File: src/rtl/Purple_Jade_pkg.sv
// Purple_Jade_pkg: shared datapath widths and condition-flag encoding for the execute-stage FUs
package Purple_Jade_pkg;

    localparam int WORD_SIZE_P = 16;
    localparam int NUM_FLAGS   = 4;

    localparam int FLAG_C = 3;
    localparam int FLAG_N = 2;
    localparam int FLAG_Z = 1;
    localparam int FLAG_V = 0;

    typedef struct packed {
        logic c;
        logic n;
        logic z;
        logic v;
    } flags_t;

endpackage

File: src/rtl/flag_comb.sv
// flag_comb: combinational C/N/Z/V derivation for a result word
module flag_comb
    import Purple_Jade_pkg::*;
#(
    parameter int WORD_SIZE_P = Purple_Jade_pkg::WORD_SIZE_P
) (
    input  logic [WORD_SIZE_P-1:0] result,
    input  logic                   carry,
    input  logic                   overflow,
    output flags_t                 flags
);

    // N and Z come from the result word only, so an X there cannot leak into C or V
    always_comb begin
        flags.c = carry;
        flags.n = result[WORD_SIZE_P-1];
        flags.z = ~|result;
        flags.v = overflow;
    end

endmodule

File: src/rtl/flag_gen.sv
// flag_gen: same-cycle condition flags plus a masked, registered architectural copy
module flag_gen
    import Purple_Jade_pkg::*;
#(
    parameter int WORD_SIZE_P = Purple_Jade_pkg::WORD_SIZE_P
) (
    input  logic                   clk_i,
    input  logic                   reset_i,
    input  logic                   v_i,
    input  logic [WORD_SIZE_P-1:0] result_i,
    input  logic                   carry_i,
    input  logic                   overflow_i,
    input  logic [NUM_FLAGS-1:0]   mask_i,
    output logic [NUM_FLAGS-1:0]   flags_o,
    output logic [NUM_FLAGS-1:0]   flags_r_o,
    output logic                   flags_v_o
);

    flags_t flags;
    flags_t flags_r;
    logic   flags_v;

    flag_comb #(.WORD_SIZE_P(WORD_SIZE_P)) u_comb (
        .result   (result_i),
        .carry    (carry_i),
        .overflow (overflow_i),
        .flags    (flags)
    );

    // Valid results merge new flags into the architectural copy under the per-flag mask
    always_ff @(posedge clk_i or posedge reset_i) begin
        if (reset_i) begin
            flags_r <= '0;
            flags_v <= 1'b0;
        end else begin
            flags_v <= v_i;
            if (v_i)
                flags_r <= (flags & mask_i) | (flags_r & ~mask_i);
        end
    end

    assign flags_o   = flags;
    assign flags_r_o = flags_r;
    assign flags_v_o = flags_v;

endmodule

File: config.mk
export PLATFORM = sky130hd
export DESIGN_NAME = flag_gen
export DESIGN_NICKNAME = d
export VERILOG_FILES = /design/src/rtl/Purple_Jade_pkg.sv /design/src/rtl/flag_comb.sv /design/src/rtl/flag_gen.sv
export SDC_FILE = /design/constraint.sdc
export NUM_CORES = 1
export LEC_CHECK = 0
export ABC_AREA = 1
export BUFFER_PORTS_ARGS = -buffer_cell sky130_fd_sc_hd__buf_4
export CORE_AREA = 2 2 39 41
export CTS_BUF_LIST = sky130_fd_sc_hd__clkbuf_16
export DETAILED_ROUTE_END_ITERATION = 10
export DIE_AREA = 0 0 41 43
export SYNTH_ARGS = -nofsm -noshare
export SYNTH_HDL_FRONTEND = slang
export SYNTH_HIERARCHICAL = 1
export SYNTH_SLANG_ARGS = --single-unit
File: constraint.sdc
create_clock -name clk_i -period 1.45 [get_ports clk_i]
set_clock_uncertainty 0.2 [all_clocks]
set_input_delay 0.2175 -clock clk_i [delete_from_list [all_inputs] [get_ports clk_i]]
set_output_delay 0.2175 -clock clk_i [all_outputs]
set_load 0.01 [all_outputs]
## Word-level counts from Yosys, hierarchy flattened

Cells that the tools add are included.

| word-level totals | value |
|---|---|
| register bits | 5 |
| input bits | 25 |
| output and inout port bits | 9 |

| cells by class | value |
|---|---|
| bitwise logic cells | 4 |
| reductions and logical operators | 2 |

Operators by type and width:

| operator | number |
|---|---|
| 16-bit OR reduction | 1 |
| 4-bit bitwise AND | 2 |
| 4-bit NOT | 1 |
| 4-bit OR | 1 |
| 1-bit zero test | 1 |

## Depth between registers and ports, before layout

Gate-level depths: netlist of run 1.

| depth | value |
|---|---|
| depth after elaboration | 4 |
| depth in mapped cells | 7 |

## Cells and area by module

Netlist of run 1, hierarchy kept.

By module, submodules not included:

| module | instances | cells an instance | area an instance (um^2) |
|---|---|---|---|
| flag_gen | 1 | 23 | 205.2 |
| flag_comb | 1 | 30 | 126.4 |

## Least setup slack after synthesis of run 1

Ideal clock, no wire load.

| timing path | value |
|---|---|
| path kind | input-to-reg |
| from | input port result_i[0] |
| to | register with a tool-made name |
| arrival time | 800 ps |
| required time | 1185 ps |
| setup slack | 384 ps |
| cell stages on the path | 7 |
| cells stage by stage | inv_1 nand2_1 nor2_1 nand2_1 nor2_1 nand3_1 nand2_1 |

RTL lines:

| element | RTL line | RTL |
|---|---|---|
| start, declared | flag_gen.sv:10 | `input logic [WORD_SIZE_P-1:0] result_i,` |

## Worst setup path after layout of run 1

| timing path | value |
|---|---|
| from | input port result_i[15] |
| to | output port flags_o[1] |

| on the way | value |
|---|---|
| longest elaborated chain between the ends | 2 |

RTL lines:

| element | RTL line | RTL |
|---|---|---|
| 16-bit OR reduction | flag_comb.sv:17 | `flags.z = ~\|result;` |
| 1-bit zero test | flag_comb.sv:17 |  |
| end, declared | flag_gen.sv:14 | `output logic [NUM_FLAGS-1:0] flags_o,` |

No other way between the ends.

==> results of run 1 <==
==> per-stage QoR <==
step,instances,area [um2],worst slack [ns]
floorplan,53,332,0.384
global placement,98,566,0.183
detailed placement,98,566,0.184
CTS,104,664,0.178
global route,104,664,0.0607
finish,104,664,0.196
==> cells in the mapped netlist <==
cell type,count
and2_1,1
buf_4,3
buf_6,1
dfrtp_1,5
inv_1,13
nand2_1,20
nand3_1,4
nor2_1,6
==> cell families after synthesis <==
kind of cell / after synthesis
buffers and inverters: 17
flip-flops: 5
AND/OR/NAND/NOR: 31
==> worst reg2reg max path: stages (launching register included) <==
cell and delay (ns):
dfrtp_1 0.37, nand2_1 0.07, nand2_1 0.04
==> per-layer routing <==
| layer | vias up | share of wire, % | GRT usage, % | routed length (um) |
|---|---|---|---|---|
| met5 | - | 0 | 0 | 0 |
| met4 | 0 | 0 | 6.00 | 0 |
| met3 | 0 | 13 | 3.14 | 106 |
| met2 | 24 | 47 | 17.2 | 374 |
| met1 | 162 | 40 | 11.0 | 315 |
| li1 | 216 | - | - | - |
==> cell type report <==
cell class | count | area [um2]
clock inverters | 1 | 3.75
fillers | 151 | 719
repair buffers | 35 | 268
well taps | 16 | 20.0
clock buffers | 3 | 75.1
inverters | 13 | 48.8
flip-flops and latches | 5 | 125
multi-input cells | 31 | 124
==> path summary, 6_finish.rpt <==
path                       slack (ns)          from  cells past startpoint         end
min                              0.03       carry_i                      3        flop
min in group asynchronous        0.26       reset_i                      3   async pin
min reg2reg                      0.27          flop                      2        flop
max in group asynchronous        0.63       reset_i                      3   flags_v_o
max reg2reg                      0.65          flop                      2        flop
max                              0.20  result_i[15]                      6  flags_o[1]
==> power groups by stage <==
stage | Combinational, mW | Clock, mW | Sequential (mW)
2_1_floorplan | 0.0396 | 0 | 0.165
3_3_place_gp | 0.115 | 0 | 0.160
3_5_place_dp | 0.117 | 0 | 0.160
4_1_cts | 0.122 | 0.444 | 0.158
5_1_grt | 0.136 | 0.461 | 0.159
6_report | 0.120 | 0.438 | 0.158
==> impl_metrics.toml, run 1 <==
[drt]
vias = 402
ant_nets = 0
postRouteWirelength_um = 796
first_pass_iters = 4
drt_iter0_drc = 5
viasPerCell = 3.87
drcViolationCount = 0
drt-wirelength-per-cell_um = 7.65

[setup_path]
cp_cell_sequence = "buf_4 > nor2_1 > and2_1 > nand2_1 > nor2_1 > buf_4"
critPathTopFamily = "simple AND/OR/NAND/NOR gates"
cp-end-kind = "output pin"
startpoint_type = "input port"
cpMaxStageDelayCell = "buf_4"
crit_buf_inv = 2
critPathArrivalTime_ns = 0.84
cpPeakStageDelay_ns = 0.14
critPathKind = "input port to output pin"
cp_max_fo = 3
crit_required_ns = 1.03

[timing]
relSlewSlack_pct = 88.3
clock.fmax_mhz = 798
worstMarginPinSlew_ns = 0.175
min_period_ns = 1.25
timing.final.crit_share_pct = 86.4
hold_viol_final = 0
tns_ns = 0
setup_viol = 0
rsz0062_at_grt = "no"
final_max_slew_viol_count = 0
whs_ns = 0.0331

[status]
status = "finished clean"

[placement]
dpl.hpwl_um = 656
io_buffer_count = 33
place.gp.congestion = 0.577

[pwr]
p_total_uw = 715
power_density_nw_per_um2 = 1080
p_leak_nw = 0.410
power.internal_uw = 584
power.net_switching_uw = 132
p_comb_share_pct = 16.7
ir_drop_v = 0.000428
seq_power_share_pct = 22.1
swShare_pct = 18.4
clockPowerShare_pct = 61.2

[synth]
synth_xor_area_share_pct = 0
syn-cell-area_um2 = 332
ys_warn_count = 6
synth_top_family_by_area = "simple AND/OR/NAND/NOR gates"
synth_area_per_cell_um2 = 6.26
netlist_instances = 53
synth.top_cell.area_share_pct = 37.7
seq_area_frac_synth_pct = 37.7
synth_area_leaders = "dfrtp_1 38%, nand2_1 23%, inv_1 15%, buf_4 6.8%, nor2_1 6.8%"
ys_ff_latch = 5
synth_nets = 78
synthAdderAreaFrac_pct = 0
muxShareOfSynthArea_pct = 0
yosys.area.top_type = "dfrtp_1"
synth.distinct_cells = 8
synth-simple-area-share_pct = 37.4
synth_compound_area_share_pct = 0

[clock_network]
clk-insertion-delay-late_ns = 0.22
clock_path_buffers = 2
htreeDepth = 1
clock_sinks = 5
ctsHoldBuffers = 2
cts_resized = 0
cts_tree = "built"
cts_inserted_buffers = 3
clk_pin_slew_worst_paths_ns = 0.03
cts-root-buf = "clkbuf_16"
cts_setup_buffers = 0

[global_route]
track_usage_pct = 10.5
grt_overflow_total = 0
antenna_found_initial = 0
grt_first_pass_wirelength_um = 1270
grt_pass1_vias = 367
grt_max_degree = 10

[final_layout]
syn_to_final_growth_pct = 100
drive_gt1_share_pct = 40.9
final_nets = 114
final_cell_mix = "33 x buf_4, 20 x nand2_1, 14 x inv_1"
antennaDiodeCount = 0
layout_commonest_cell = "buf_4"
final_util_pct = 48.0

[floorplanning]
rows = 14
num_io_pins = 34
die_x_um = 41
die_area_um2 = 1760
core_um2 = 1380
initial_core_util_pct = 24.0
die_height_um = 43

[min_path]
hold_path_class = "input port to flop"

[job]
drv_cap = 0
Note: power is estimated with default switching activity, not from simulation.
==> run 2, diff against run 1 <==
--- a/config.mk
+++ b/config.mk
@@ -11,6 +11,7 @@
 export CTS_BUF_LIST = sky130_fd_sc_hd__clkbuf_16
 export DETAILED_ROUTE_END_ITERATION = 10
 export DIE_AREA = 0 0 41 43
+export HOLD_SLACK_MARGIN = 0.1
 export SYNTH_ARGS = -nofsm -noshare
 export SYNTH_HDL_FRONTEND = slang
 export SYNTH_HIERARCHICAL = 1
==> constraint.sdc (replaced) <==
create_clock -name clk_i -period 1.45 [get_ports clk_i]
set_clock_uncertainty 0.2 [all_clocks]
set_input_delay 0 -clock clk_i [delete_from_list [all_inputs] [get_ports clk_i]]
set_output_delay 0 -clock clk_i [all_outputs]
set_load 0.01 [all_outputs]
==> run 2 against run 1 <==
Against the previous run:
- sequential share of layout area is 5.1 points lower
- die area is the same
- critical path depth increased by 1
- final cell count increased by 21%
- fmax decreased by 9.3%
- critical path type unchanged
- first-iteration DRC count fell by 60%
- hold slack improved by 0.19 ns
==> impl_metrics.toml, run 2 (same netlist as run 1, synthesis figures left out) <==
[floorplanning]
core_um2 = 1380
die_height_um = 43
die_x_um = 41
num_io_pins = 34
die_area_um2 = 1760
initial_core_util_pct = 24.0
rows = 14

[setup_path]
cp_max_fo = 2
crit_required_ns = 1.25
startpoint_type = "input port"
cp-end-kind = "output pin"
critPathKind = "input port to output pin"
critPathArrivalTime_ns = 1.18

[final_layout]
final_nets = 136
layout_commonest_cell = "buf_4"
syn_to_final_growth_pct = 174
final_cell_mix = "31 x buf_4, 23 x dlygate4sd3_1, 19 x nand2_1"
final_util_pct = 65.6
antennaDiodeCount = 0
layoutNonFillerInstCount = 126
drive_gt1_share_pct = 38.2

[global_route]
grt_pass1_vias = 524
grt_overflow_total = 0
grt_max_degree = 10
track_usage_pct = 16.2
grt_first_pass_wirelength_um = 1910
antenna_found_initial = 0

[timing]
worstMarginPinSlew_ns = 0.179
worst_slack_ns = 0.0672
relSlewSlack_pct = 88.1
min_period_ns = 1.38
hold_viol_final = 0
setup_viol = 0
whs_ns = 0.226
final_max_slew_viol_count = 0
clock.fmax_mhz = 723
timing.final.crit_share_pct = 95.4

[placement]
dpl.hpwl_um = 656
dp_cells = 98
place.gp.congestion = 0.615
dp_worst_setup_slack_ns = 0.530
io_buffer_count = 33

[drt]
first_pass_iters = 4
drt-wirelength-per-cell_um = 9.57
postRouteWirelength_um = 1210
ant_nets = 0
viasPerCell = 4.04
vias = 509
drt_iter0_drc = 2
drcViolationCount = 0

[clock_network]
htreeDepth = 1
cts-root-buf = "clkbuf_16"
clock_path_buffers = 2
clk_pin_slew_worst_paths_ns = 0.03
cts_inserted_buffers = 3
clk-insertion-delay-late_ns = 0.22
cts_tree = "built"
clock_sinks = 5

[pwr]
seq_power_share_pct = 20.4
p_leak_nw = 0.517
p_comb_share_pct = 22.7
power_density_nw_per_um2 = 851
power.internal_uw = 625
p_total_uw = 773
swShare_pct = 19.2
power.net_switching_uw = 148
clockPowerShare_pct = 56.9
ir_drop_v = 0.000475

[status]
status = "finished clean"

[job]
drv_cap = 0

[min_path]
hold_path_class = "input port to flop"
==> run 2: changes by cell type in the layout (fill, tap and decap cells not counted), sizes merged <==
cell / previous run / this run
dlymetal6s4s: 0 / 2
dlygate4sd3: 2 / 23
buf: 33 / 32
==> run 2: worst max-delay path, stage by stage <==
cell and delay, ns:
dlygate4sd3_1 0.53, buf_4 0.13, nor2_2 0.09, and2_1 0.12
nand2_1 0.06, nor2_2 0.13, buf_6 0.12
==> run 2: worst paths after layout <==
path	start	to	slack, ns	depth (start not counted)
worst max-delay path	result_i[3]	flags_o[1]	0.07	7
worst min-delay path	result_i[10]	flop	0.23	9
worst max register to register	flop	flop	0.66	2
worst min register to register	flop	flop	0.27	2
max in group asynchronous	reset_i	async pin	0.29	4
min in group asynchronous	reset_i	async pin	0.59	4
==> run 2: metal layers <==
layer  vias to the layer above  wire length [um]  global-route usage [%]
met2                        29               738                    30.9
met5                         -                 0                       0
met3                         2               124                    2.62
li1                        259                 -                       -
met4                         0                17                    11.3
met1                       219               326                    12.9
==> run 2: what timing repair did <==
item                                    CTS  global route
hold endpoints to repair                 13             0
setup buffers                             0             0
resized for setup                         0            10
hold buffers                             25             0
endpoints found under the setup margin    0             1
==> run 2: final cells by class <==
class	count	area, um2
timing repair buffer	57	499
fill	122	475
multi-input combinational	31	136
sequential	5	125
clock buffer	3	75.1
inverter	13	48.8
tap	16	20.0
clock inverter	1	3.75
==> run 2: power by group through the flow <==
stage | combinational (mW) | sequential, mW | clock, mW
3_3_place_gp | 0.115 | 0.160 | 0
5_1_grt | 0.195 | 0.159 | 0.465
6_report | 0.175 | 0.158 | 0.440
4_1_cts | 0.170 | 0.158 | 0.447
3_5_place_dp | 0.117 | 0.160 | 0
2_1_floorplan | 0.0396 | 0.165 | 0
==> run 2: per-stage QoR <==
| step | cell area [um2] | TNS [ns] |
|---|---|---|
| final | 908 | 0 |
| after global routing | 908 | -0.00930 |
| after CTS | 895 | 0 |
| after detailed placement | 566 | 0 |
| after global placement | 566 | 0 |
| after floorplan | 332 | 0 |
==> run 3, diff against run 2 <==
--- a/config.mk
+++ b/config.mk
@@ -12,6 +12,7 @@
 export DETAILED_ROUTE_END_ITERATION = 10
 export DIE_AREA = 0 0 41 43
 export HOLD_SLACK_MARGIN = 0.1
+export SETUP_SLACK_MARGIN = 0.3
 export SYNTH_ARGS = -nofsm -noshare
 export SYNTH_HDL_FRONTEND = slang
 export SYNTH_HIERARCHICAL = 1
==> run 3 against run 2 <==
Against the previous run:
- setup slack better by 0.35 ns
- wire length fell by 26%
- clock power about the same
- via count is 13% lower
- first-iteration DRC count grew to 3.0 times the previous value
- largest cell class unchanged
- sequential share of layout area grew 3.0 points
- final cell count fell by 11%
- global-route usage fell by 4.2 points
==> impl_metrics.toml, run 3 (same netlist as run 1, synthesis figures left out) <==
[status]
status = "finished clean"

[final_layout]
antennaDiodeCount = 0
final_nets = 122
multi_input_area_um2 = 124
layout_commonest_cell = "buf_4"
seqCellArea_um2 = 125
final_cell_mix = "33 x buf_4, 20 x nand2_1, 14 x inv_1"
drive_gt1_share_pct = 37.5
syn_to_final_growth_pct = 125
fill_cells = 148

[drt]
first_pass_iters = 4
viasPerCell = 3.95
vias = 442
postRouteWirelength_um = 897
drt-wirelength-per-cell_um = 8.01
drt_iter0_drc = 6
ant_nets = 0
drcViolationCount = 0

[clock_network]
cts_resized = 0
clock_sinks = 5
cts-root-buf = "clkbuf_16"
cts_inserted_buffers = 3
clk_pin_slew_worst_paths_ns = 0.03
clk-insertion-delay-late_ns = 0.23
htreeDepth = 1
clock_path_buffers = 2
cts_tree = "built"

[setup_path]
cp_max_fo = 3
crit_required_ns = 1.25
critPathKind = "input port to output pin"
startpoint_type = "input port"
crit_start = "result_i[15]"
critPathArrivalTime_ns = 0.83
cp-end-kind = "output pin"

[floorplanning]
rows = 14
die_height_um = 43
num_io_pins = 34
core_um2 = 1380
initial_core_util_pct = 24.0
die_x_um = 41
die_area_um2 = 1760

[global_route]
grt_first_pass_wirelength_um = 1440
grt_pass1_vias = 422
track_usage_pct = 12.0
grt_max_degree = 10
grt_overflow_total = 0
antenna_found_initial = 0

[timing]
hold_viol_final = 0
worstMarginPinSlew_ns = 0.179
rsz0062_at_grt = "no"
setup_viol = 0
relSlewSlack_pct = 88.1
min_period_ns = 1.03
timing.final.crit_share_pct = 71.0
final_max_slew_viol_count = 0
tns_ns = 0
clock.fmax_mhz = 971

[placement]
dpl.hpwl_um = 656
io_buffer_count = 33
place.gp.congestion = 0.615

[pwr]
p_total_uw = 737
p_leak_nw = 0.443
power_density_nw_per_um2 = 989
ir_drop_v = 0.000453

[min_path]
hold_path_class = "input port to flop"
hold_start = "result_i[11]"

[job]
drv_cap = 0
run 3: per-stage QoR:
step                      util, %  instance area [um2]  instances  worst slack (ns)  hold WS [ns]
after floorplan                 -                  332         53             0.602        -0.421
after global placement       40.9                  566         98             0.558        -0.287
after detailed placement     40.9                  566         98             0.530        -0.290
after CTS                    52.4                  724        110             0.426        -0.189
after global routing         53.8                  744        112             0.410        0.0692
final                        53.8                  744        112             0.420       0.00351
run 3: metal layers:
metal  routed length, um  vias to the layer above  track usage (%)
li1                    -                      232                -
met5                   0                        -                0
met1                 302                      178             10.0
met3                 123                        2             2.09
met2                 453                       30             21.6
met4                  17                        0             10.0
run 3: what timing repair did:
item                                   CTS  global route
hold buffers                             8             2
endpoints found under the hold margin   13             7
setup buffers                            0             0
run 3: critical path, cell delays in order:
cell and delay (ns):
buf_4 0.11, buf_4 0.12, dlygate4sd3_1 0.60
run 3: final timing paths:
path | cells past startpoint | end | slack, ns
worst max register to register | 2 | flop | 0.66
min in group asynchronous | 3 | async pin | 0.03
worst min-delay path | 8 | flop | 0.004
max in group asynchronous | 3 | flags_v_o | 0.86
worst min register to register | 2 | flop | 0.27
worst max-delay path | 3 | flags_o[2] | 0.42
run 3: power breakdown:
part | leakage [nW] | internal (mW) | switching [mW]
logic | 0.338 | 0.0892 | 0.0488
clock network | 0.0423 | 0.356 | 0.0843
registers | 0.0627 | 0.152 | 0.00549
run 3: final cells by class:
class	instances	share of cell area (%)
timing repair buffer	43	46.7
sequential	5	16.8
multi-input combinational	31	16.6
clock buffer	3	10.1
inverter	13	6.55
tap	16	2.69
clock inverter	1	0.504
